===== src/rtl/bp_pkg.sv =====
// Shared types for branch resolution and predictor training records.
package bp_pkg;

  typedef struct packed {
    logic [31:0] pc;
    logic        taken;
    logic [31:0] target;
  } bp_upd_t;

  localparam logic [31:0] PC_STEP = 32'd4;

  function automatic logic [31:0] fallthrough_pc(input logic [31:0] pc);
    return pc + PC_STEP;
  endfunction

endpackage


===== src/rtl/bp_upd_fifo.sv =====
// Training-record FIFO: head visible 1 cycle after push, valid/ready pop,
// push accepted when full only if a pop happens in the same cycle.
module bp_upd_fifo
  import bp_pkg::*;
#(
  parameter int DEPTH = 4
) (
  input  logic    i_clk,
  input  logic    i_reset,
  input  logic    i_push,
  input  bp_upd_t i_push_dat,
  output logic    o_pop_vld,
  input  logic    i_pop_rdy,
  output bp_upd_t o_pop_dat,
  output logic    o_full,
  output logic    o_empty
);

  localparam int PW = $clog2(DEPTH);

  bp_upd_t       mem_q [DEPTH];
  logic [PW-1:0] wr_ptr_q, wr_ptr_d;
  logic [PW-1:0] rd_ptr_q, rd_ptr_d;
  logic [PW:0]   cnt_q, cnt_d;
  logic          pop;
  logic          push_acc;

  assign o_empty   = (cnt_q == '0);
  assign o_full    = (cnt_q == (PW+1)'(DEPTH));
  assign o_pop_vld = ~o_empty;
  assign o_pop_dat = o_empty ? '0 : mem_q[rd_ptr_q];
  assign pop       = o_pop_vld & i_pop_rdy;
  // a pop frees the head slot this edge, so a full queue can still take the push
  assign push_acc  = i_push & (~o_full | pop);

  always_comb begin
    wr_ptr_d = push_acc ? wr_ptr_q + 1'b1 : wr_ptr_q;
    rd_ptr_d = pop ? rd_ptr_q + 1'b1 : rd_ptr_q;
    cnt_d    = cnt_q;
    if (push_acc && !pop) cnt_d = cnt_q + 1'b1;
    else if (!push_acc && pop) cnt_d = cnt_q - 1'b1;
  end

  always_ff @(posedge i_clk) begin
    if (i_reset) begin
      wr_ptr_q <= '0;
      rd_ptr_q <= '0;
      cnt_q    <= '0;
    end else begin
      if (push_acc) mem_q[wr_ptr_q] <= i_push_dat;
      wr_ptr_q <= wr_ptr_d;
      rd_ptr_q <= rd_ptr_d;
      cnt_q    <= cnt_d;
    end
  end

endmodule


===== src/rtl/branch_resolve_ctrl.sv =====
// Resolves EX control flow: zero-latency flush/redirect on mispredict, best-effort
// predictor training queue (drops when full, never stalls), saturating perf counters.
module branch_resolve_ctrl
  import bp_pkg::*;
#(
  parameter int UQ_DEPTH = 4,
  parameter int CNT_W    = 32
) (
  input  logic             i_clk,
  input  logic             i_reset,
  input  logic             i_stall,
  input  logic             i_valid_ex,
  input  logic             i_is_ctrl_ex,
  input  logic [31:0]      i_pc_ex,
  input  logic             i_pred_taken_ex,
  input  logic [31:0]      i_pred_target_ex,
  input  logic             i_actual_taken,
  input  logic [31:0]      i_target_addr,
  output logic             o_flush,
  output logic             o_redirect_valid,
  output logic [31:0]      o_redirect_pc,
  output logic             o_upd_valid,
  input  logic             i_upd_ready,
  output logic [31:0]      o_upd_pc,
  output logic             o_upd_taken,
  output logic [31:0]      o_upd_target,
  output logic [CNT_W-1:0] o_branch_cnt,
  output logic [CNT_W-1:0] o_mispred_cnt,
  output logic [CNT_W-1:0] o_drop_cnt
);

  logic        resolve;
  logic        mispred;
  logic [31:0] actual_pc;
  logic        q_full;
  logic        q_empty;
  logic        pop;
  logic        drop;
  bp_upd_t     enq_dat;
  bp_upd_t     head_dat;

  logic [CNT_W-1:0] branch_cnt_q, branch_cnt_d;
  logic [CNT_W-1:0] mispred_cnt_q, mispred_cnt_d;
  logic [CNT_W-1:0] drop_cnt_q, drop_cnt_d;

  assign resolve   = i_valid_ex & i_is_ctrl_ex & ~i_stall & ~i_reset;
  assign actual_pc = i_actual_taken ? i_target_addr : fallthrough_pc(i_pc_ex);
  // a taken/taken pair still mispredicts if IF fetched from the wrong target
  assign mispred   = resolve & ((i_pred_taken_ex != i_actual_taken) |
                                (i_pred_taken_ex & i_actual_taken &
                                 (i_pred_target_ex != i_target_addr)));

  assign o_flush          = mispred;
  assign o_redirect_valid = mispred;
  assign o_redirect_pc    = mispred ? actual_pc : 32'd0;

  assign enq_dat = '{pc: i_pc_ex, taken: i_actual_taken, target: i_target_addr};
  assign pop     = o_upd_valid & i_upd_ready;
  assign drop    = resolve & q_full & ~pop;

  bp_upd_fifo #(.DEPTH(UQ_DEPTH)) u_upd_fifo (
    .i_clk      (i_clk),
    .i_reset    (i_reset),
    .i_push     (resolve),
    .i_push_dat (enq_dat),
    .o_pop_vld  (o_upd_valid),
    .i_pop_rdy  (i_upd_ready),
    .o_pop_dat  (head_dat),
    .o_full     (q_full),
    .o_empty    (q_empty)
  );

  assign o_upd_pc     = head_dat.pc;
  assign o_upd_taken  = head_dat.taken;
  assign o_upd_target = head_dat.target;

  always_comb begin
    branch_cnt_d  = branch_cnt_q;
    mispred_cnt_d = mispred_cnt_q;
    drop_cnt_d    = drop_cnt_q;
    if (resolve && !(&branch_cnt_q))  branch_cnt_d  = branch_cnt_q + 1'b1;
    if (mispred && !(&mispred_cnt_q)) mispred_cnt_d = mispred_cnt_q + 1'b1;
    if (drop && !(&drop_cnt_q))       drop_cnt_d    = drop_cnt_q + 1'b1;
  end

  always_ff @(posedge i_clk) begin
    if (i_reset) begin
      branch_cnt_q  <= '0;
      mispred_cnt_q <= '0;
      drop_cnt_q    <= '0;
    end else begin
      branch_cnt_q  <= branch_cnt_d;
      mispred_cnt_q <= mispred_cnt_d;
      drop_cnt_q    <= drop_cnt_d;
    end
  end

  assign o_branch_cnt  = branch_cnt_q;
  assign o_mispred_cnt = mispred_cnt_q;
  assign o_drop_cnt    = drop_cnt_q;

  logic unused_empty;
  assign unused_empty = q_empty;

endmodule


===== config.mk =====
export PLATFORM = sky130hd
export DESIGN_NAME = branch_resolve_ctrl
export DESIGN_NICKNAME = d
export VERILOG_FILES = /design/src/rtl/bp_pkg.sv /design/src/rtl/bp_upd_fifo.sv /design/src/rtl/branch_resolve_ctrl.sv
export SDC_FILE = /design/constraint.sdc
export NUM_CORES = 1
export LEC_CHECK = 0
export CORE_AREA = 2 2 179 181
export DETAILED_ROUTE_END_ITERATION = 16
export DIE_AREA = 0 0 181 183
export PLACE_DENSITY = 0.8
export SLEW_MARGIN = 10
export SYNTH_ARGS = -nofsm -noshare
export SYNTH_HDL_FRONTEND = slang
export SYNTH_HIERARCHICAL = 1
export SYNTH_SLANG_ARGS = --single-unit

===== constraint.sdc =====
create_clock -name i_clk -period 8.5 [get_ports i_clk]
set_clock_uncertainty 0.05 [all_clocks]
set_input_delay 0.85 -clock i_clk [delete_from_list [all_inputs] [get_ports i_clk]]
set_output_delay 0.85 -clock i_clk [all_outputs]
set_load 0.1 [all_outputs]

-- Yosys cells after proc, flatten, opt, wreduce, memory -nomap -nowiden
Memory sizes are Yosys's and may differ from the RTL's. A register that Yosys moved wholly into a read port is not among the register bits.
Cells that the tools add are included.
- register bits: 103
- RAM bits: 260
- bits of input ports: 104
- word-level logic and storage cells: 60
- memories kept: 1
- add/subtract/negate cells: 8
- equal/unequal tests: 3
- mux-type cells: 10
- bitwise gates (word level): 17
- reduce and logical (&&, ||, !) cells: 15
- memory list (memory ; depth ; bits a word ; read ports ; clocked after memory_dff ; write ports ; line ; text):
    u_upd_fifo.mem_q ; 4 ; 65 ; 1 ; 1 ; 1 ; bp_upd_fifo.sv:21 ; bp_upd_t mem_q [DEPTH];
- operators with widths (operator ; number):
    32-bit by 1-bit adder with 32-bit output, second input constant ; 3
    32-bit AND reduction ; 3
    65-bit 2-to-1 mux ; 1
    32-bit 2-to-1 mux ; 2
    32-bit by 3-bit adder with 32-bit output, second input constant ; 1
    32-bit != test ; 1
    1-bit bitwise AND ; 10
    3-bit 2-to-1 mux ; 2
    1-bit logical AND ; 5
    1-bit zero test ; 5
    1-bit inverter ; 5
    2-bit by 1-bit adder with 2-bit output, second input constant ; 2
    2-bit 2-to-1 mux ; 2
    3-bit by 1-bit adder with 3-bit output, second input constant ; 1
    3-bit equality test, second input constant ; 1
    3-bit zero test ; 1
    1-bit 2-to-1 mux ; 3
    3-bit by 1-bit subtractor with 3-bit output, second input constant ; 1
    1-bit bitwise OR ; 2
    2-bit nonzero test ; 1
    1-bit != test ; 1

-- Longest topological paths before layout
Gate-level depths: netlist of run 1.
- word-level depth: 9
- depth in mapped cells: 11
- mapped depth without buffers: 11

-- Hierarchy
The synthesis of run 1 kept the hierarchy.
- by module, submodules not included (module ; instances ; cells each ; area an instance (um^2) ; seq. area each (um^2)):
    bp_upd_fifo ; 1 ; 462 ; 10298.6 ; 7987.7
    branch_resolve_ctrl ; 1 ; 760 ; 5980.7 ; 1921.8

-- Worst setup path before layout of run 1
No wires, ideal clock.
- kind: input to register
- start: input port i_stall
- end: memory u_upd_fifo/mem_q[1][0] (netlist bit) (enable)
- library setup time: 0.582 ns
- arrival time: 6.125 ns
- required time: 7.868 ns
- path slack: 1.744 ns
- stages: 5
- buffers on the path: 0
- cell sequence: nor2_1 nand3_1 inv_1 o21ai_4 nor3b_1
- cells in the longest elaborated chain, start to end: 7
- ends and longest elaborated chain (item ; line ; text):
    from (decl) ; branch_resolve_ctrl.sv:11 ; input logic i_stall,
    1-bit inverter ; branch_resolve_ctrl.sv:46 ; assign resolve = i_valid_ex & i_is_ctrl_ex & ~i_stall & ~i_reset;
    1-bit bitwise AND (2 in a row) ; branch_resolve_ctrl.sv:46 ;
    via resolve ; branch_resolve_ctrl.sv:32 ; logic resolve;
    1-bit bitwise AND ; bp_upd_fifo.sv:34 ; assign push_acc = i_push & (~o_full | pop);
    1-bit 2-to-1 mux ; bp_upd_fifo.sv:50 ; if (push_acc) mem_q[wr_ptr_q] <= i_push_dat;
    1-bit 2-to-1 mux ; bp_upd_fifo.sv:45 ; if (i_reset) begin
    1-bit 2-to-1 mux (not written as such) ; bp_upd_fifo.sv:50 ;
    to (decl) ; bp_upd_fifo.sv:21 ;
The timed path passes the listed nets, and every way through them passes these cells.

-- Worst setup path in the final report of run 1
- start: input port i_target_addr[2]
- end: output port o_redirect_pc[26]
- cells in the longest elaborated chain, start to end: 5
- ends and longest elaborated chain (item ; line ; text):
    from (decl) ; branch_resolve_ctrl.sv:18 ; input logic [31:0] i_target_addr,
    32-bit != test ; branch_resolve_ctrl.sv:51 ; (i_pred_target_ex != i_target_addr)));
    1-bit bitwise AND ; branch_resolve_ctrl.sv:50 ; (i_pred_taken_ex & i_actual_taken &
    1-bit bitwise OR ; branch_resolve_ctrl.sv:49 ; assign mispred = resolve & ((i_pred_taken_ex != i_actual_taken) |
    1-bit bitwise AND ; branch_resolve_ctrl.sv:49 ;
    32-bit 2-to-1 mux ; branch_resolve_ctrl.sv:55 ; assign o_redirect_pc = mispred ? actual_pc : 32'd0;
    to (decl) ; branch_resolve_ctrl.sv:21 ; output logic [31:0] o_redirect_pc,
Every way passes these cells.

==> metrics.yaml, run 1 <==
layout:
  fin_cells: 1953
  n_fill_cell: 2266
  ff_latch_area_um2: 9920
  drive_above_1_share_pct: 10.3
  multi_input_area_um2: 6010
  area_growth_pct: 27.8
  fin_nets: 1631
placement:
  dp_cells: 1877
  dp_hpwl_um: 28000
  routabilityCongestion: 0.851
  place_ws_ns: 2.44
  port_buffers: 299
drt:
  drc: 0
  drtPass1Iterations: 5
  wl_per_cell_um: 22.0
  via_per_inst: 5.80
  totalWireLength_um: 43000
  via_count: 11300
  drt_iter0_markers: 996
  ant_nets: 0
sta:
  finalCriticalPeriod_ns: 6.24
  setup_violations: 0
  rsz0062_at_grt: "false"
  slew_headroom_pct: 26.0
  drv_slew: 0
  worst_pin_slew_ns: 1.11
  fin_ws_ns: 2.26
  finalHoldViolations: 0
  max_clock_freq_mhz: 160
  period_share_pct: 73.4
  finalSetupTns_ns: 0
critical_path:
  worstSetupStartpointType: "input pin"
  critical-path-top-delay-family: "buffers and inverters"
  path_buf_inv: 3
  crit_chain: "clkdlybuf4s50_1 > xor2_1 > nor4_1 > nand4_1 > o211ai_1 > and2_2 > buf_4 > nor2_1 > clkdlybuf4s50_1"
  critPathMostFrequentCell: "clkdlybuf4s50_1"
  critPathCaptureType: "output port"
  required_ns: 7.60
  crit_slowest_cell: "clkdlybuf4s50_1"
  cp_slowest_stage_delay_ns: 1.00
  cp.arrival_ns: 5.34
  crit_type: "input pin to output port"
  path_max_fanout: 60
floorplanning:
  core_um2: 31200
  die_width_um: 181
  die-area_um2: 33100
  rows: 65
  io_pins: 300
  die_h_um: 183
  start_util_pct: 52.1
clock_tree:
  cts_buffers: 39
  tritoncts: "yes"
  htree_levels: 2
  ctsLongestPathBuffers: 3
  post_cts_buffers: 0
  clock-sinks: 365
  clockRootBuffer: "clkbuf_16"
  hold_buffers: 0
  cts_resized: 0
  clkTransAtPathRegs_ns: 0.05
  clk-insertion-delay-late_ns: 0.53
global_route:
  grt_antenna_before_repair: 5
  grt_remaining_overflow: 0
  grt_max_degree: 69
  grt_pass1_wl_um: 65300
  grt_use_total_pct: 25.7
  grt_pass1_vias: 11200
outcome:
  status: "completed"
synth:
  yosysTopAreaCell: "edfxtp_1"
  syn_inst: 1222
  synth_ff_type: "edfxtp_1"
  yosys_warnings: 6
  ys_seq_elements: 365
  ys_top_cells_by_count: "edfxtp_1 (260), nor2_1 (137), dfxtp_1 (105)"
  synth_cell_types: 59
  synth_edf_count: 260
  syn_nets: 1337
  synth_top_area_share_pct: 48.0
  async_flop_share_pct: 0
  yosysMostFrequentCell: "edfxtp_1"
  yosysSeqAreaShare_pct: 60.9
  synth_area_per_cell_um2: 13.3
  syn_area_um2: 16300
  netlist_top_cells_area: "edfxtp_1 (48%), dfxtp_1 (13%), mux4_2 (9.0%)"
pwr:
  clkPwrFrac_pct: 25.9
  p_int_mw: 3.53
  ir_worst_vdd_v: 0.000245
  p_leak_nw: 6.68
  p_switching_mw: 2.67
  seq_power_share_pct: 32.2
  p_sw_share_pct: 43.1
  power_density_nw_per_um2: 298
  p_comb_share_pct: 42.0
run:
  maxCapViolCount: 0
hold_path:
  hold_path.class: "flip-flop to flip-flop"
==> final timing paths <==
| kind | startpoint | end | slack (ns) | cells after the start |
|---|---|---|---|---|
| max reg2reg | o_mispred_cnt[6] | o_mispred_cnt[25] | 5.63 | 6 |
| max | i_target_addr[2] | o_redirect_pc[26] | 2.26 | 9 |
| min reg2reg | u_upd_fifo/rd_ptr_q[1] | flip-flop | 0.44 | 2 |
| min | u_upd_fifo/rd_ptr_q[1] | flip-flop | 0.44 | 2 |
==> placed cells by master, fill, tap and decap left out, types with 48 or more instances in the layout <==
cell,netlist,layout
clkdlybuf4s50_1,0,297
edfxtp_1,260,260
nor2_1,137,137
dfxtp_1,105,103
and2_1,73,72
xor2_1,66,66
mux4_2,65,65
nand2_1,50,50
xnor2_1,50,50
nand3_1,48,48
==> registers in the layout, summed over array words and instances (netlist names), named ones only <==
name	flops
o_branch_cnt	32
o_drop_cnt	32
o_mispred_cnt	32
u_upd_fifo/cnt_q	3
u_upd_fifo/mem_q	260
u_upd_fifo/rd_ptr_q	2
u_upd_fifo/wr_ptr_q	2
==> final cells by class <==
class                           count  share of cell area (%)
Multi-Input combinational cell    776                    28.9
Clock buffer                       54                    5.11
Antenna cell                        5                  0.0601
Clock inverter                     17                   0.686
Tap cell                          402                    2.42
Inverter                           24                   0.433
Sequential cell                   365                    47.7
Timing Repair Buffer              310                    14.7
==> worst min-delay path, delay by kind of cell, from the launching register on <==
| kind | cells | cell delay [ns] |
|---|---|---|
| flip-flops | 1 | 0.31 |
| AO/OA/AOI/OAI | 2 | 0.13 |
==> metal layers <==
layer	global-route usage [%]	wire length, um
met5	0	13
met4	8.65	1400
met3	7.17	3930
met2	42.8	20700
met1	32.8	16900
==> logic make-up (layout without fill, tap and decap cells) <==
family                     Yosys count  in the layout  synth area share, %
other                                0              5                    0
buffers and inverters               81            405                 2.37
AOI/OAI and AO/OA                   93             93                 3.71
muxes                               96             96                 11.0
and+or+nand+nor                    460            460                 14.9
xor gates and xnor gates           116            116                 6.24
DFF                                365            365                 60.9
adders and majority gates           11             11                0.892
==> power groups by stage <==
stage	registers (mW)	logic, mW	clock network (mW)
after floorplan	1.98	2.04	0
after global placement	2.04	2.60	0
after detailed placement	2.04	2.61	0
after CTS	2.00	2.62	1.63
after global routing	2.01	2.67	1.70
final	2.00	2.60	1.61
==> metrics by stage <==
step | power (mW) | util [%] | instance area [um^2] | hold slack (ns)
4_1_cts | 6.25 | 66.6 | 20800 | 0.440
3_3_place_gp | 4.64 | 62.7 | 19600 | 0.408
5_1_grt | 6.37 | 66.6 | 20800 | 0.487
6_report | 6.21 | 66.6 | 20800 | 0.438
3_5_place_dp | 4.65 | 62.7 | 19600 | 0.425
2_1_floorplan | 4.01 | - | 16300 | 0.409
No activity file was read; power rests on OpenSTA's default activity.
==> run 2: changes to the inputs <==
CORE_AREA = 2 2 188 190   (was 2 2 179 181)
DIE_AREA = 0 0 190 192   (was 0 0 181 183)
PLACE_DENSITY = 0.76   (was 0.8)
clock period = 5.3 ns   (was 8.5 ns; I/O delays follow)
==> metrics.yaml, run 2 (synthesis gave the netlist of run 1 again) <==
outcome:
  status: "completed"  # unchanged
layout:
  drive_above_1_share_pct: 13.6  # was 10.3%
  area_growth_pct: 28.5  # was 27.8%
  largest_reg_flops: 260  # unchanged
  final_cell_mix: "clkdlybuf4s50_1 (263), edfxtp_1 (260), nor2_1 (137)"  # was clkdlybuf4s50_1 (297), edfxtp_1 (260), nor2_1 (137)
  top_register: "u_upd_fifo/mem_q"  # unchanged
  fin_area_um2: 20900  # was 20,800 um^2
  fin_nets: 1638  # was 1,631
  layout_commonest_cell: "clkdlybuf4s50_1"  # unchanged
critical_path:
  required_ns: 4.72  # was 7.60 ns
  crit_chain: "clkdlybuf4s50_1 > xor2_1 > nor4_1 > nand4_1 > o211ai_1 > and2_2 > buf_4 > nor2_1 > buf_4"  # was clkdlybuf4s50_1 > xor2_1 > nor4_1 > nand4_1 > o211ai_1 > and2_2 > buf_4 > nor2_1 > clkdlybuf4s50_1
  worstSetupStartpointType: "input pin"  # unchanged
  crit_type: "input pin to output port"  # unchanged
  r2r_start: "u_upd_fifo/cnt_q[1]"  # was o_mispred_cnt[6]
  critPathMostFrequentCell: "buf_4"  # was clkdlybuf4s50_1
  cp.arrival_ns: 3.92  # was 5.34 ns
  crit_slowest_cell: "nor4_1"  # was clkdlybuf4s50_1
  cp_slowest_stage_delay_ns: 0.80  # was 1.00 ns
  path_max_fanout: 55  # was 60
  critPathCaptureType: "output port"  # unchanged
  critPathLaunch: "i_target_addr[25]"  # was i_target_addr[2]
placement:
  place_area_um2: 19600  # about the same
  place_ws_ns: 0.811  # was 2.44 ns
  routabilityCongestion: 0.850  # was 0.851
  port_buffers: 299  # unchanged
  dp_hpwl_um: 29200  # was 28,000 um
sta:
  fin_ws_ns: 0.798  # was 2.26 ns
  slew_headroom_pct: 26.7  # was 26.0%
  max_clock_freq_mhz: 222
  timing.hold.ws_ns: 0.416  # was 0.438 ns
  period_share_pct: 85.0
  drv_slew: 0  # unchanged
  rsz0062_at_grt: "false"  # unchanged
  worst_pin_slew_ns: 1.10  # was 1.11 ns
  setup_violations: 0  # unchanged
  finalHoldViolations: 0  # unchanged
  finalCriticalPeriod_ns: 4.50
floorplanning:
  die_h_um: 192  # was 183 um
  die_width_um: 190  # was 181 um
  core_um2: 34300  # was 31,200 um^2
  io_pins: 300  # unchanged
  start_util_pct: 47.5  # was 52.1%
  die-area_um2: 36500  # was 33,100 um^2
  rows: 68  # was 65
pwr:
  power_density_nw_per_um2: 481  # was 298 nW/um^2
  clkPwrFrac_pct: 26.4  # was 25.9%
  ir_worst_vdd_v: 0.000394  # was 0.000245 V
  p_leak_nw: 6.82  # was 6.68 nW
  p_int_mw: 5.72  # was 3.53 mW
  seq_power_share_pct: 31.8  # was 32.2%
  p_total_mw: 10.1  # was 6.21 mW
  p_switching_mw: 4.35  # was 2.67 mW
  p_comb_share_pct: 41.8  # was 42.0%
  p_sw_share_pct: 43.2  # was 43.1%
drt:
  drt_iter0_markers: 907  # was 996
  via_count: 11400  # was 11,300
  via_per_inst: 5.65  # was 5.80
  totalWireLength_um: 43900  # was 43,000 um
  wl_per_cell_um: 21.8  # was 22.0 um
  drc: 0  # unchanged
  ant_nets: 0  # unchanged
  drtPass1Iterations: 6  # was 5
hold_path:
  hold_path_startpoint: "i_reset"  # was u_upd_fifo/rd_ptr_q[1]
  hold_path.class: "input pin to flip-flop"  # was flip-flop to flip-flop
clock_tree:
  ctsLongestPathBuffers: 3  # unchanged
  post_cts_buffers: 0  # unchanged
  clk-insertion-delay-late_ns: 0.53  # about the same
  htree_levels: 2  # unchanged
  hold_buffers: 0  # unchanged
  tritoncts: "yes"  # unchanged
  clock-sinks: 365  # unchanged
  cts_resized: 0  # unchanged
  cts_buffers: 39  # unchanged
  clockRootBuffer: "clkbuf_16"  # unchanged
  clkTransAtPathRegs_ns: 0.06  # was 0.05 ns
global_route:
  grt_use_total_pct: 23.8  # was 25.7%
  grt_remaining_overflow: 0  # unchanged
  grt_pass1_vias: 11200  # about the same
  grt_max_degree: 66  # was 69
  grt_pass1_wl_um: 66100  # was 65,300 um
  grt_antenna_before_repair: 7  # was 5
run:
  maxCapViolCount: 0  # unchanged
-- run 2: power by group through the flow --
| stage | Sequential (mW) | Clock [mW] | Combinational, mW |
|---|---|---|---|
| detailed placement | 3.27 | 0 | 4.23 |
| CTS | 3.20 | 2.70 | 4.24 |
| finish | 3.20 | 2.66 | 4.21 |
| global placement | 3.27 | 0 | 4.22 |
| global route | 3.21 | 2.81 | 4.33 |
| floorplan | 3.17 | 0 | 3.27 |
-- run 2: worst max-delay path: cells and delay by family --
family,cells,cell delay (ns)
simple gates,4,1.54
compound gates,1,0.21
xor+xnor,1,0.24
buf+inv,3,1.35
-- run 2: final cells by class --
class / instances / area (um^2)
clock buffer: 50 / 1120
timing repair buffer: 317 / 3050
fill: 2649 / 13400
sequential: 365 / 9920
inverter: 24 / 90.1
clock inverter: 20 / 149
multi-input combinational: 776 / 6010
antenna: 5 / 12.5
tap: 455 / 569
-- run 2: per-stage QoR --
stage	util, %	cells	TNS, ns
finish	61.0	2012	0
global route	61.0	2011	0
CTS	61.0	2007	0
detailed placement	57.3	1937	0
global placement	57.3	1937	0
floorplan	-	1222	-294.32
-- run 2: path summary, 6_finish.rpt --
| check | to | slack, ns | depth (start not counted) |
|---|---|---|---|
| max | o_redirect_pc[30] | 0.80 | 9 |
| min | o_branch_cnt[5] | 0.42 | 2 |
| max reg2reg | o_drop_cnt[14] | 2.12 | 9 |
| min reg2reg | flip-flop | 0.43 | 2 |
-- run 2: metal layers --
metal | wire length [um] | GRT usage (%)
met1 | 18000 | 31.0
met2 | 21200 | 39.1
met3 | 3650 | 5.96
met4 | 1000 | 7.63
met5 | 27 | 0
==> run 3: changes to the inputs <==
clock period = 3.6 ns   (was 5.3 ns; I/O delays follow)
==> metrics.yaml, run 3 (synthesis gave the netlist of run 1 again) <==
clock_tree:
  ctsLongestPathBuffers: 3  # unchanged
  cts_buffers: 37  # was 39
  tritoncts: "yes"  # unchanged
  post_cts_buffers: 0  # unchanged
  htree_levels: 2  # unchanged
  clockRootBuffer: "clkbuf_16"  # unchanged
  clock-sinks: 365  # unchanged
  clkTransAtPathRegs_ns: 0.06  # about the same
  clk-insertion-delay-late_ns: 0.52  # was 0.53 ns
  hold_buffers: 0  # unchanged
global_route:
  grt_remaining_overflow: 0  # unchanged
  grt_pass1_wl_um: 66500  # was 66,100 um
  grt_antenna_before_repair: 6  # was 7
  grt_max_degree: 59  # was 66
  grt_use_total_pct: 23.9  # was 23.8%
  grt_pass1_vias: 11500  # was 11,200
pwr:
  p_total_mw: 14.3  # was 10.1 mW
  power_density_nw_per_um2: 676  # was 481 nW/um^2
  ir_worst_vdd_v: 0.000603  # was 0.000394 V
  p_leak_nw: 7.08  # was 6.82 nW
layout:
  layout_commonest_cell: "edfxtp_1"  # was clkdlybuf4s50_1
  top_register: "u_upd_fifo/mem_q"  # unchanged
  drive_above_1_share_pct: 18.2  # was 13.6%
  fin_nets: 1660  # was 1,638
  area_growth_pct: 30.3  # was 28.5%
  final_cell_mix: "edfxtp_1 (260), clkdlybuf4s50_1 (198), nor2_1 (137)"  # was clkdlybuf4s50_1 (263), edfxtp_1 (260), nor2_1 (137)
  largest_reg_flops: 260  # unchanged
placement:
  routabilityCongestion: 0.906  # was 0.850
  port_buffers: 299  # unchanged
  dp_hpwl_um: 30100  # was 29,200 um
floorplanning:
  die_width_um: 190  # unchanged
  start_util_pct: 47.5  # unchanged
  die-area_um2: 36500  # unchanged
  rows: 68  # unchanged
  io_pins: 300  # unchanged
  die_h_um: 192  # unchanged
  core_um2: 34300  # unchanged
drt:
  totalWireLength_um: 43700  # was 43,900 um
  drc: 0  # unchanged
  wl_per_cell_um: 21.6  # was 21.8 um
  drtPass1Iterations: 5  # was 6
  drt_iter0_markers: 934  # was 907
  via_count: 11500  # was 11,400
  via_per_inst: 5.68  # was 5.65
  ant_nets: 0  # unchanged
critical_path:
  cp_slowest_stage_delay_ns: 0.69  # was 0.80 ns
  cp.arrival_ns: 3.00  # was 3.92 ns
  required_ns: 3.19  # was 4.72 ns
  crit_chain: "clkdlybuf4s50_1 > ha_1 > nand2_1 > nor4_1 > nand4_1 > xnor2_1 > mux2i_1 > nor2_1 > buf_12"  # was clkdlybuf4s50_1 > xor2_1 > nor4_1 > nand4_1 > o211ai_1 > and2_2 > buf_4 > nor2_1 > buf_4
  path_max_fanout: 9  # was 55
  path_buf_inv: 2  # was 3
  worstSetupStartpointType: "input pin"  # unchanged
  critPathCaptureType: "output port"  # unchanged
  crit_slowest_cell: "clkdlybuf4s50_1"  # was nor4_1
  critical-path-top-delay-family: "simple AND/OR/NAND/NOR gates"  # unchanged
  crit_type: "input pin to output port"  # unchanged
sta:
  rsz0062_at_grt: "false"  # unchanged
  period_share_pct: 94.6
  worst_pin_slew_ns: 1.05  # was 1.10 ns
  finalSetupTns_ns: 0  # unchanged
  drv_slew: 0  # unchanged
  setup_violations: 0  # unchanged
  timing.hold.ws_ns: 0.421  # was 0.416 ns
  slew_headroom_pct: 29.6  # was 26.7%
  finalHoldViolations: 0  # unchanged
  max_clock_freq_mhz: 294
  finalCriticalPeriod_ns: 3.41
run:
  maxCapViolCount: 0  # unchanged
hold_path:
  hold_path.class: "input pin to flip-flop"  # unchanged
outcome:
  status: "completed"  # unchanged
==> run 3: changes by cell type in the layout (fill, tap and decap cells not counted), moves of 6 or more <==
cell             change
clkdlybuf4s50_1     -65
buf_4               +52
buf_12              +37
clkbuf_1             +7
clkbuf_8             -6
==> run 3: path summary, 6_finish.rpt <==
path / endpoint / startpoint / cells past startpoint / slack [ns]
setup / recovery: o_redirect_pc[22] / i_pc_ex[2] / 9 / 0.19
hold / removal: o_drop_cnt[18] / i_reset / 3 / 0.42
setup reg to reg: o_mispred_cnt[30] / o_mispred_cnt[5] / 6 / 0.98
hold reg to reg: flip-flop / u_upd_fifo/rd_ptr_q[1] / 2 / 0.44
==> run 3: layout make-up <==
cell class | instances | area [um^2]
diodes | 1 | 2.50
clock buffers | 47 | 963
clock inverters | 14 | 101
fillers | 2619 | 13100
inverters | 24 | 90.1
multi-input cells | 776 | 6040
flip-flops and latches | 365 | 9920
well taps | 455 | 569
repair buffers | 341 | 3530
==> run 3: timing repair <==
action,4_1_cts,5_1_grt
endpoints found under the setup margin,0,1
hold endpoints to repair,0,0
gates resized for setup,0,1
==> run 3: through the flow <==
step / instances / worst slack (ns) / instance area (um^2) / util [%]
2_1_floorplan: 1222 / -0.377 / 16300 / -
3_3_place_gp: 1961 / 0.186 / 20100 / 58.7
3_5_place_dp: 1961 / 0.210 / 20100 / 58.7
4_1_cts: 2022 / 0.208 / 21200 / 61.8
5_1_grt: 2023 / 0.0419 / 21200 / 61.9
6_report: 2023 / 0.195 / 21200 / 61.9
==> run 3: where the power goes <==
group / internal, mW / switching [mW] / total [mW] / leakage [nW]
registers: 4.54 / 0.144 / 4.68 / 3.19
clock network: 1.96 / 1.53 / 3.49 / 0.515
logic: 1.51 / 4.66 / 6.17 / 3.38
==> run 3: worst min-delay path, cell delays in order <==
cell and delay, ns:
buf_4 0.11, buf_4 0.30, nor2_1 0.15
==> run 3: metal layers <==
metal / vias to the layer above / wire (um) / GRT usage, % / part of all wire [%]
li1: 5201 / - / - / -
met1: 5714 / 17500 / 30.6 / 40
met2: 488 / 21100 / 39.5 / 48
met3: 78 / 3970 / 6.76 / 9.1
met4: 8 / 1080 / 7.22 / 2.5
met5: - / 53 / 0 / 0.12
==> RTL edit 1, RTL diff (config.mk and constraints of run 2) <==
`CNT_W`: 32 -> 64.
--- a/src/rtl/branch_resolve_ctrl.sv
+++ b/src/rtl/branch_resolve_ctrl.sv
@@ -4,7 +4,7 @@
   import bp_pkg::*;
 #(
   parameter int UQ_DEPTH = 4,
-  parameter int CNT_W    = 32
+  parameter int CNT_W    = 64
 ) (
   input  logic             i_clk,
   input  logic             i_reset,
Interface: changed (resized o_branch_cnt, o_drop_cnt and o_mispred_cnt); port bits go from 300 to 396. The function was not compared with the original's and may differ.
==> RTL edit 1 against run 2 <==
  * Routed wire length up 27%
  * Global-route usage is 6.5 points higher
  * Sequential cell count increased by 96
  * Critical path depth unchanged
  * Via count increased by 40%
  * Synthesized cell count grew 48%
  * Design area is 27% higher
  * Utilization is 17 points higher
  * Power is 12% higher
  * Worst setup slack better by 0.14 ns
  * Area after synthesis is 29% higher
  * First-iteration DRC count increased by 34%
  * Maximum frequency grew 3.3%
  * Final cell count rose by 33%
  * Critical endpoint is now o_redirect_pc[17]
==> RTL edit 1: results (changes against run 2) <==
[status]
status = finished clean

[critical_path]
cp.arrival_ns = 3.78  ; -0.14 ns
crit_family = compound AO/OA/AOI/OAI gates
cpPeakStageDelay_ns = 0.84  ; +0.04 ns
endpoint = o_redirect_pc[17]
slowest_stage = a21oi_4
critPathLaunch = i_target_addr[30]
rrSetupSlack_ns = 1.78  ; -0.34 ns
crit_fanout = 36  ; -35%
r2r_cells = 7  ; -2
r2r-start = o_mispred_cnt[2]$_SDFFE_PP0P_

[cts]
numCtsBuffers = 45  ; +15%
clk_latency_ns = 0.56  ; +0.03 ns

[placement]
post_dp_cell_area_um2 = 25200  ; +28%
hpwlAfterDp_mm = 38.0  ; +30%
numPlacedInstances = 2595  ; +34%
gp_congestion = 0.852  ; +0.20%
place_ws_ns = 1.02  ; +0.208 ns
port_buffers = 395  ; +32%

[synthesis]
synth_common_cells = edfxtp_1, nor2_1, dfxtp_1, nand2_1
seq_area_frac_synth_pct = 56.6  ; -4.3 points
synth_nets = 1927  ; +44%
synth-xor-area-share_pct = 7.16  ; +0.92 points
ys_seq_elements = 461  ; +26%
ys_types = 54  ; -8.5%
yosys-top-cells-area = edfxtp_1, dfxtp_1, mux4_2
syn_avg_cell_area_um2 = 11.5  ; -13%
muxShareOfSynthArea_pct = 8.53  ; -2.5 points

[power_and_ir_drop]
peakVddDrop_mv = 0.434  ; +10%

[final_layout]
clock_buffers = 56  ; +12%
seqCellArea_um2 = 11800  ; +19%
clock_cell_area_share_pct = 5.52  ; -0.55 points
buffers = 412  ; +30%
multi_input_area_um2 = 8620  ; +43%
fillers = 2247  ; -15%
fin_nets = 2302  ; +41%
nonClkBufAreaFrac_pct = 15.1  ; +0.51 points
nMultiInputCombCells = 1234  ; +59%

[global_route]
grt_pass1_vias = 15400  ; +38%
antenna_found_initial = 1  ; -6
grt_max_degree = 92  ; +39%
global_route.usage.met3_pct = 8.09  ; +2.1 points
grt_pass1_wl_mm = 85.9  ; +30%
use_met2_pct = 50.7  ; +12 points

[detailed_routing]
first_pass_iters = 5  ; -1
vias = 15900  ; +40%
viasPerCell = 5.94  ; +5.2%
top_layer = met4
dr_wl_met2_mm = 27.2  ; +28%
wirelength_mm = 55.9  ; +27%
wl_met1_mm = 21.9  ; +22%
drt_iter0_drc = 1217  ; +34%

[sta]
worst_slew_pin_slew_ns = 1.11  ; +0.0156 ns
timing.final.crit_share_pct = 82.2  ; -2.7 points
hold_slack_ns = 0.388  ; -0.0279 ns

-- RTL edit 1: worst min path at each step --
stage / from / end / depth (start not counted)
after global routing: i_reset / o_branch_cnt[14]$_SDFFE_PP0P_ / 2
after global placement: u_upd_fifo/rd_ptr_q[1]$_SDFFE_PP0N_ / register / 2
final: i_reset / o_branch_cnt[14]$_SDFFE_PP0P_ / 2
after detailed placement: o_branch_cnt[63]$_SDFFE_PP0P_ / o_branch_cnt[63]$_SDFFE_PP0P_ / 1
after CTS: i_reset / o_branch_cnt[14]$_SDFFE_PP0P_ / 2
after floorplan: u_upd_fifo/rd_ptr_q[1]$_SDFFE_PP0N_ / register / 2
-- RTL edit 1: where the power goes --
group          internal (mW)  switching (mW)  total [mW]
clock                   1.85            1.33        3.18
combinational           1.09            3.14        4.24
sequential              3.81          0.0962        3.90
-- RTL edit 1: worst register-to-register path, delay by kind of cell, from the launching register on --
family,cells,cell delay [ns]
DFF,1,0.47
and+or+nand+nor,7,2.95
==> RTL edit 2, RTL diff (flow settings as in run 2) <==
Made on the original files. Register the output `o_branch_cnt` once more, with the module's reset; this adds one clock of latency there. The other outputs are not delayed to match.
--- a/src/rtl/branch_resolve_ctrl.sv
+++ b/src/rtl/branch_resolve_ctrl.sv
@@ -95,7 +95,13 @@
     end
   end
 
-  assign o_branch_cnt  = branch_cnt_q;
+  always_ff @(posedge i_clk) begin
+    if (i_reset) begin
+      o_branch_cnt <= '0;
+    end else begin
+      o_branch_cnt <= branch_cnt_q;
+    end
+  end
   assign o_mispred_cnt = mispred_cnt_q;
   assign o_drop_cnt    = drop_cnt_q;
 
Function: changed (a bounded check fails within 4 cycles, from zero or initial values and one cycle with i_reset high).
==> RTL edit 2 against run 2 <==
  * Area after synthesis increased by 5.5%
  * Sequential power increased by 6.9%
  * Worst hold slack improved by 0.018 ns
  * Power increased by 3.8%
  * Design area up 4.5%
  * Worst setup slack got worse by 0.032 ns
  * Routed wire length grew 3.5%
  * Maximum frequency fell by 0.70%
  * Combinational power about the same
  * Sequential cell count is 32 higher
  * Largest power group unchanged
==> RTL edit 2: results (changes against run 2) <==
[critical_path]
rrSetupSlack_ns = 2.23  ; +0.11 ns
r2r_cells = 8  ; -1
crit_fanout = 34  ; -38%
cpPeakStageDelay_ns = 0.78  ; -0.02 ns
r2r_end = o_drop_cnt[31]$_SDFFE_PP0P_
cp.arrival_ns = 3.95  ; +0.03 ns
endpoint = o_flush
critPathLaunch = i_target_addr[28]

[sta]
hold_slack_ns = 0.434  ; +0.0178 ns
slew_headroom_pct = 28.5  ; +1.8 points
timing.final.crit_share_pct = 85.6  ; +0.60 points

[synthesis]
seq_area_frac_synth_pct = 61.4  ; +0.57 points
synth_compound_area_share_pct = 4.06  ; +0.35 points
muxShareOfSynthArea_pct = 10.0  ; -0.94 points
synth-xor-area-share_pct = 5.66  ; -0.58 points
yosys-top-cells-area = edfxtp_1, dfxtp_1, mux4_2
synth_fa_ha_area_share_pct = 0.845  ; -0.046 points
syn_avg_cell_area_um2 = 13.1  ; -1.4%
ys_seq_elements = 397  ; +8.8%
synth_nets = 1422  ; +6.4%

[detailed_routing]
wirelength_mm = 45.4  ; +3.5%
drt_iter0_drc = 1021  ; +13%
first_pass_iters = 5  ; -1
viasPerCell = 5.68  ; +0.51%

[placement]
numPlacedInstances = 2015  ; +4.0%
post_dp_cell_area_um2 = 20500  ; +4.6%
hpwlAfterDp_mm = 30.5  ; +4.6%
gp_congestion = 0.870  ; +2.3%
place_ws_ns = 0.741  ; -0.0693 ns

[status]
status = finished clean

[final_layout]
fin_nets = 1718  ; +4.9%
multi_input_area_um2 = 6280  ; +4.5%
diodes = 6  ; +1
fin_cells = 2094  ; +4.1%
clock_cell_area_share_pct = 6.03  ; -0.040 points
fillers = 2577  ; -2.7%
seqCellArea_um2 = 10600  ; +6.4%
drive_above_1_share_pct = 12.7  ; -0.92 points
inv_count = 21  ; -13%
buffers = 314  ; -0.95%

[cts]
numCtsBuffers = 41  ; +5.1%

[power_and_ir_drop]
peakVddDrop_mv = 0.503  ; +28%

[worst_hold_path]
hp-start = u_upd_fifo/rd_ptr_q[1]$_SDFFE_PP0N_
worst_hold_path_type = reg2reg

[global_route]
grt_pass1_vias = 11400  ; +2.3%
grt_max_degree = 80  ; +21%
track_usage_pct = 24.6  ; +0.86 points

==> RTL edit 2: cell count changes after synthesis, moves of 6 or more <==
cell / run 2 / this run
dfxtp_1: 105 / 137
nor2b_1: 6 / 32
xnor2_1: 50 / 31
xor2_1: 66 / 80
o21ai_0: 13 / 26
buf_2: 11 / 23
nor3_1: 17 / 7
a21oi_1: 39 / 47
and3_1: 13 / 20
or3_1: 17 / 24
nand2_1: 50 / 56
==> RTL edit 2: per-layer routing <==
layer  wire length (µm)  part of all wire, %  track usage (%)
met1              18300                   40             32.4
met5                 12                0.026                0
met4               1190                  2.6             7.93
met3               4240                  9.3             6.87
met2              21700                   48             39.7
==> RTL edit 2: cells by family after synthesis <==
| group | Yosys count |
|---|---|
| compound gates | 113 |
| xor+xnor | 111 |
| fa+ha+maj | 11 |
| buf+inv | 82 |
| flops | 397 |
| mux | 90 |
| simple gates | 503 |
==> RTL edit 2: where the power goes <==
part           switching (mW)  internal, mW  total (mW)
sequential             0.0974          3.33        3.42
clock                    1.18          1.64        2.82
combinational            3.12          1.09        4.21
total                    4.40          6.05        10.5
==> RTL edit 2: worst min path at each step <==
| stage | to | cells after the start |
|---|---|---|
| floorplan | branch_cnt_q[7]$_SDFFE_PP0P_ | 1 |
| global placement | branch_cnt_q[7]$_SDFFE_PP0P_ | 1 |
| detailed placement | branch_cnt_q[7]$_SDFFE_PP0P_ | 1 |
| CTS | branch_cnt_q[7]$_SDFFE_PP0P_ | 1 |
| global route | o_branch_cnt[23]$_SDFF_PP0_ | 1 |
| finish | register | 2 |
==> RTL edit 2: worst reg2reg max path: stages (launching register included) <==
cell	delay, ns
dfxtp_1	0.36
or3_2	0.88
nand2_1	0.19
nand3_1	0.25
nor4_1	0.38
o31a_1	0.44
nand2_1	0.13
o211ai_1	0.20
o31ai_1	0.09
